File: config.mk
export PLATFORM = sky130hd
export DESIGN_NAME = score_keeper
export DESIGN_NICKNAME = d
export VERILOG_FILES = /design/src/rtl/score_keeper.sv
export SDC_FILE = /design/constraint.sdc
export NUM_CORES = 1
export LEC_CHECK = 0
export CELL_PAD_IN_SITES_DETAIL_PLACEMENT = 2
export CELL_PAD_IN_SITES_GLOBAL_PLACEMENT = 2
export CORE_ASPECT_RATIO = 0.6
export CORE_MARGIN = 8
export CORE_UTILIZATION = 28
export CTS_BUF_LIST = sky130_fd_sc_hd__clkbuf_16
export DETAILED_ROUTE_END_ITERATION = 8
export HOLD_SLACK_MARGIN = 0.12
export PLACE_DENSITY = 0.78
export SLEW_MARGIN = 20
export SYNTH_ARGS = -nofsm -noshare
export SYNTH_HDL_FRONTEND = slang
export SYNTH_SLANG_ARGS = --single-unit
File: constraint.sdc
create_clock -name clk -period 1.9 [get_ports clk]
set_clock_uncertainty 0.15 [all_clocks]
set_input_delay 0.38 -clock clk [delete_from_list [all_inputs] [get_ports clk]]
set_output_delay 0.38 -clock clk [all_outputs]
set_load 0.005 [all_outputs]
File: src/rtl/score_keeper.sv
// Game score: edge-counted BCD score, session high score and play/over FSM; score updates 1 cycle after an eat edge.
// No backpressure: eat/game_over/restart are consumed whenever the current state accepts them, otherwise ignored.
module score_keeper #(
    parameter logic [7:0] MAX_SCORE = 8'h99
) (
    input  logic       clk,
    input  logic       reset,
    input  logic       eat,
    input  logic       game_over,
    input  logic       restart,
    output logic [7:0] outscore,
    output logic [7:0] highscore,
    output logic       new_record,
    output logic       playing,
    output logic [1:0] level
);

    typedef enum logic [1:0] {
        IDLE = 2'd0,
        PLAY = 2'd1,
        CMP  = 2'd2,
        OVER = 2'd3
    } state_t;

    state_t     state;
    state_t     state_next;
    logic       eat_q;
    logic       eat_edge;
    logic       clear_score;
    logic       inc_score;
    logic       do_cmp;
    logic [7:0] score_inc;

    assign eat_edge = eat & ~eat_q;

    // Saturating packed-BCD increment of the current score.
    always_comb begin
        score_inc = outscore;
        if (outscore != MAX_SCORE) begin
            if (outscore[3:0] == 4'd9) begin
                score_inc[7:4] = outscore[7:4] + 4'd1;
                score_inc[3:0] = 4'd0;
            end else begin
                score_inc[3:0] = outscore[3:0] + 4'd1;
            end
        end
    end

    always_comb begin
        state_next  = state;
        clear_score = 1'b0;
        inc_score   = 1'b0;
        do_cmp      = 1'b0;
        playing     = 1'b0;
        case (state)
            IDLE: begin
                if (restart) begin
                    state_next  = PLAY;
                    clear_score = 1'b1;
                end
            end
            PLAY: begin
                playing   = 1'b1;
                inc_score = eat_edge;
                if (game_over) begin
                    state_next = CMP;
                end
            end
            CMP: begin
                do_cmp     = 1'b1;
                state_next = OVER;
            end
            OVER: begin
                if (restart) begin
                    state_next  = PLAY;
                    clear_score = 1'b1;
                end
            end
            default: state_next = IDLE;
        endcase
    end

    always_ff @(posedge clk or posedge reset) begin
        if (reset) begin
            state <= IDLE;
        end else begin
            state <= state_next;
        end
    end

    always_ff @(posedge clk or posedge reset) begin
        if (reset) begin
            eat_q      <= 1'b0;
            outscore   <= 8'h00;
            highscore  <= 8'h00;
            new_record <= 1'b0;
        end else begin
            eat_q <= eat;
            if (clear_score) begin
                outscore   <= 8'h00;
                new_record <= 1'b0;
            end else if (inc_score) begin
                outscore <= score_inc;
            end
            // Packed BCD orders the same as binary, so a plain compare suffices.
            if (do_cmp) begin
                if (outscore > highscore) begin
                    highscore  <= outscore;
                    new_record <= 1'b1;
                end else begin
                    new_record <= 1'b0;
                end
            end
        end
    end

    always_comb begin
        if (outscore[7:4] >= 4'd3) begin
            level = 2'd3;
        end else begin
            level = outscore[5:4];
        end
    end

endmodule

==> Yosys cells after proc, flatten, opt, wreduce, memory -nomap -nowiden <==
Index checks and enable logic that the tools add are counted.
{ "word_totals": {"latchBits": 0, "input_bits": 5, "wordCells": 46, "ff_bits": 20, "out_inout_bits": 20, "mem_bits_ro": 0, "mem_count": 0, "ramBits": 0} }
{ "classes": {"n_eq_ne": 7, "muxes": 17, "addsub": 2, "n_mul": 0, "div_mod_pow": 0, "n_shift": 0, "reduce_logical": 10, "magnitude_cmp": 2, "bitwise": 2} }
{ "ops": {"columns": ["operator", "n"], "rows": [
  ["$mux W8", 3],
  ["$add A4 B1 Y4 const B", 2],
  ["$gt A8 B8 Y1", 1],
  ["$mux W1", 8],
  ["$mux W4", 2],
  ["$ne A8 B8 Y1 const B", 1],
  ["$reduce_bool A2 Y1", 4],
  ["$mux W2", 3],
  ["$pmux W2 S3", 1],
  ["$reduce_and A2 Y1", 3],
  ["$eq A2 B2 Y1 const B", 2],
  ["$eq A4 B4 Y1 const B", 1],
  ["$ge A4 B2 Y1 const B", 1],
  ["$reduce_and A3 Y1", 1],
  ["$eq A2 B1 Y1 const B", 1],
  ["$logic_not A2 Y1", 1],
  ["$ne A2 B1 Y1 const B", 1],
  ["$ne A2 B2 Y1 const B", 1],
  ["$reduce_or A2 Y1", 1],
  ["$and A1 B1 Y1", 1],
  ["$not A1 Y1", 1]
]} }

==> Longest topological paths before layout <==
{ "logic_depth": {"ltp_word": 5, "depth_mapped": 8, "depth_no_buf": 7} }

==> Least setup slack after synthesis <==
No wires, ideal clock.
{ "synth_timing": {"kind": "register to register", "start": "register outscore[1]", "end": "register highscore[0]", "setup_time_ps": 125, "stages_incl_launch_ff": 7, "n_path_buf": 0, "arrival_time_ps": 1681, "t_required_ps": 1625, "setup_slack_ps": -55, "period_less_slack_ps": 1955, "cell_sequence": "dfrtp_1 ha_1 nor2b_1 o211ai_1 a211oi_2 nor2_4 mux2_2"} }
{ "synth_via": {"elab_chain_len": 2} }
{ "synth_rtl": {"columns": ["item", "line", "text"], "rows": [
  ["start, declared", "11", "output logic [7:0] outscore,"],
  ["start signal, assigned", "103", "outscore <= score_inc;"],
  ["$gt A8 B8 Y1", "107", "if (outscore > highscore) begin"],
  ["$reduce_and A2 Y1 (no source line)", null, null],
  ["end signal, assigned", "108", "highscore <= outscore;"],
  ["end, declared", "12", "output logic [7:0] highscore,"]
]} }
Every way passes these cells.
A chain may end at the register's enable or synchronous reset.

==> Final worst setup path <==
{ "layout_timing": {"start": "register outscore[5]", "end": "register highscore[4]"} }
Same word-level chain as after synthesis.

==> impl_metrics.env <==
export IMPL_synth_seq_cells=20
export IMPL_drive_gt1_frac=0.489
export IMPL_synth_common_cells="dfrtp_1 (20), ha_1 (15), inv_1 (15)"
export IMPL_synth_compound_area_frac=0.107
export IMPL_num_antenna_cells=0
export IMPL_grt_use_total=0.170
export IMPL_cts_root_buffer="clkbuf_16"
export IMPL_fp_dieW_um=100
export IMPL_synthXorXnorAreaFrac=0.0220
export IMPL_synth_edf_count=0
export IMPL_synth_cell_types=32
export IMPL_hold_buffers=0
export IMPL_hp_class="in -> async"
export IMPL_slew_violations=0
export IMPL_io_pins=25
export IMPL_grt_remaining_overflow=0
export IMPL_p_leak_uw=0.00106
export IMPL_final_core_util=0.532
export IMPL_routabilityCongestion=0.808
export IMPL_initial_core_util=0.291
export IMPL_critical_path_buf_inv_count=2
export IMPL_ant_nets=0
export IMPL_clk_path_buf_depth=2
export IMPL_syn_area_mm2=0.00119
export IMPL_busiest_layer="met2"
export IMPL_design_area_mm2=0.00218
export IMPL_synthSimpleGateAreaFrac=0.157
export IMPL_syn_to_final_growth_pct=82.9
export IMPL_cp_start_kind="flip-flop"
export IMPL_status="finished with violations"
export IMPL_wl_per_cell_um=25.6
export IMPL_dieArea_mm2=0.00667
export IMPL_critPathSlowestCell="dfrtp_2"
export IMPL_p_total_uw=2020
export IMPL_synthAdderAreaFrac=0.157
export IMPL_post_route_period_util=1.19
export IMPL_violations="setup timing"
export IMPL_drc_errors=0
export IMPL_nets=201
export IMPL_fillerInstances=413
export IMPL_synth_top_family_by_area="adder cells"
export IMPL_vias=1163
export IMPL_place_port_buffers=24
export IMPL_muxShareOfSynthArea=0.0735
export IMPL_max_cap_violations=0
export IMPL_async_flop_share=1.00
export IMPL_critPathMaxFanout=5
export IMPL_h_tree_depth=1
export IMPL_first_iter_violations=22
export IMPL_crit_family="flip-flops"
export IMPL_clock_sinks=20
export IMPL_grt_first_pass_wirelength_um=8300
export IMPL_antenna_found_initial=0
export IMPL_path_clk_slew_ns=0.06
export IMPL_met1_usage=0.188
export IMPL_critical_path_arrival_ns=2.26
export IMPL_synth_top_area_cell="dfrtp_1"
export IMPL_slew_headroom=0.767
export IMPL_cts_made_buffers=3
export IMPL_rsz0062_at_grt="true"
export IMPL_max_freq_mhz=442
export IMPL_grt_pass1_vias=1356
export IMPL_die_y_um=66.6
export IMPL_syn_nets=133
export IMPL_via_per_inst=4.85
export IMPL_finalSetupViolCount=20
export IMPL_required_ns=1.89
export IMPL_synthTopCellsByArea="dfrtp_1 (42%), ha_1 (16%), mux2_2 (5.7%), inv_1 (4.7%), a21oi_1 (2.9%)"
export IMPL_yosysSeqAreaShare=0.420
export IMPL_yosysTopAreaCellShare=0.420
export IMPL_critPathKind="reg -> reg"
export IMPL_core_rowCount=18
export IMPL_synthCells=113
export IMPL_dpl_instance_area_mm2=0.00166
export IMPL_grt_max_degree=21
export IMPL_synthFlopType="dfrtp_1"
export IMPL_dr_pass1_iters=4
export IMPL_cts_tree="done"
export IMPL_cpPeakStageDelay_ns=0.43
export IMPL_post_synth_top_count_cell="dfrtp_1"
export IMPL_core_area_mm2=0.00410
export IMPL_p_per_area_mw_per_mm2=924
export IMPL_tns_ns=-3.47
export IMPL_insertion_delay_ns=0.26
export IMPL_hpwl_um=3100
export IMPL_grtUsageMet3=0.0374
export IMPL_endpoint_kind="flip-flop"
export IMPL_crit_chain="buf_6, ha_4, nand4_1, buf_4, a211oi_4, nor2_4, mux2_4"
export IMPL_peakVddDrop_mv=0.420
export IMPL_grt_use_met2=0.310
export IMPL_finalHoldViolCount=0
export IMPL_finalCriticalPeriod_ns=2.26
export IMPL_avgSynthCellArea_um2=10.6
export IMPL_wl_um=6140
export IMPL_ys_warn_count=0
export IMPL_setup_ws_ns=-0.364
export IMPL_worst_pin_slew_ns=0.349
-- through the flow --
step	cells	hold WS, ns	setup WS, ns
after global routing	240	0.362	-0.371
after floorplan	113	0.194	-0.0552
after detailed placement	218	0.415	-0.229
after global placement	218	0.396	-0.142
after CTS	234	0.319	-0.247
final	240	0.310	-0.364
-- registers in the layout, indices dropped and copies added (netlist names) --
register,count
outscore,8
highscore,8
eat_q,1
state,2
new_record,1
-- cell usage in the layout, fill, tap and decap left out, types with 3 or more instances in the layout --
cell	instances
ha_4	8
dfrtp_1	16
dlygate4sd2_1	3
nor2_1	7
clkbuf_16	3
mux2_4	6
nand2_1	3
buf_4	28
clkdlybuf4s50_1	16
or4_1	3
dfrtp_2	4
nand2b_1	3
a21oi_1	4
inv_1	12
dlymetal6s2s_1	3
nand4_1	3
ha_1	5
buf_6	12
-- final timing paths --
path | depth (start not counted) | endpoint | start | slack, ns
min | 3 | outscore[6] | reset | 0.31
min in group clk | 2 | new_record | new_record | 0.41
min reg2reg | 2 | new_record | new_record | 0.41
max in group asynchronous | 3 | outscore[5] | reset | 1.04
max | 7 | highscore[4] | outscore[5] | -0.36
max reg2reg | 7 | highscore[4] | outscore[5] | -0.36
-- cells by family after synthesis --
| family | count (synthesis) |
|---|---|
| xor gates and xnor gates | 3 |
| DFF | 20 |
| adders and majority gates | 15 |
| muxes | 8 |
| buffers and inverters | 17 |
| AOI/OAI and AO/OA | 19 |
| and+or+nand+nor | 31 |
-- cell type report --
| type | instances | area [um2] | area share |
|---|---|---|---|
| Clock buffer | 3 | 75.1 | 0.0344 |
| Clock inverter | 1 | 30.0 | 0.0138 |
| Inverter | 15 | 58.8 | 0.0270 |
| Multi-Input combinational cell | 77 | 857 | 0.393 |
| Sequential cell | 20 | 505 | 0.232 |
| Tap cell | 60 | 75.1 | 0.0344 |
| Timing Repair Buffer | 64 | 579 | 0.266 |
-- where the power goes --
group	switching [uW]	internal [uW]
combinational	472	410
clock	180	419
sequential	57.3	477
total	710	1310
-- worst min-delay path, cell delays in order --
cell             delay, ns
clkdlybuf4s50_1       0.39
inv_1                 0.05
buf_4                 0.29
-- layer usage --
metal	share of wire	routed length, um
met1	0.45	2760
met2	0.48	2940
met3	0.036	219
met4	0.037	226
met5	0	0
-- repair_timing --
item	CTS	global route
cloned	1	0
buffers inserted	11	9
setup endpoints to repair	19	23
pin swaps	10	15
gates resized for setup	44	31
No activity file was read; power rests on OpenSTA's default activity.
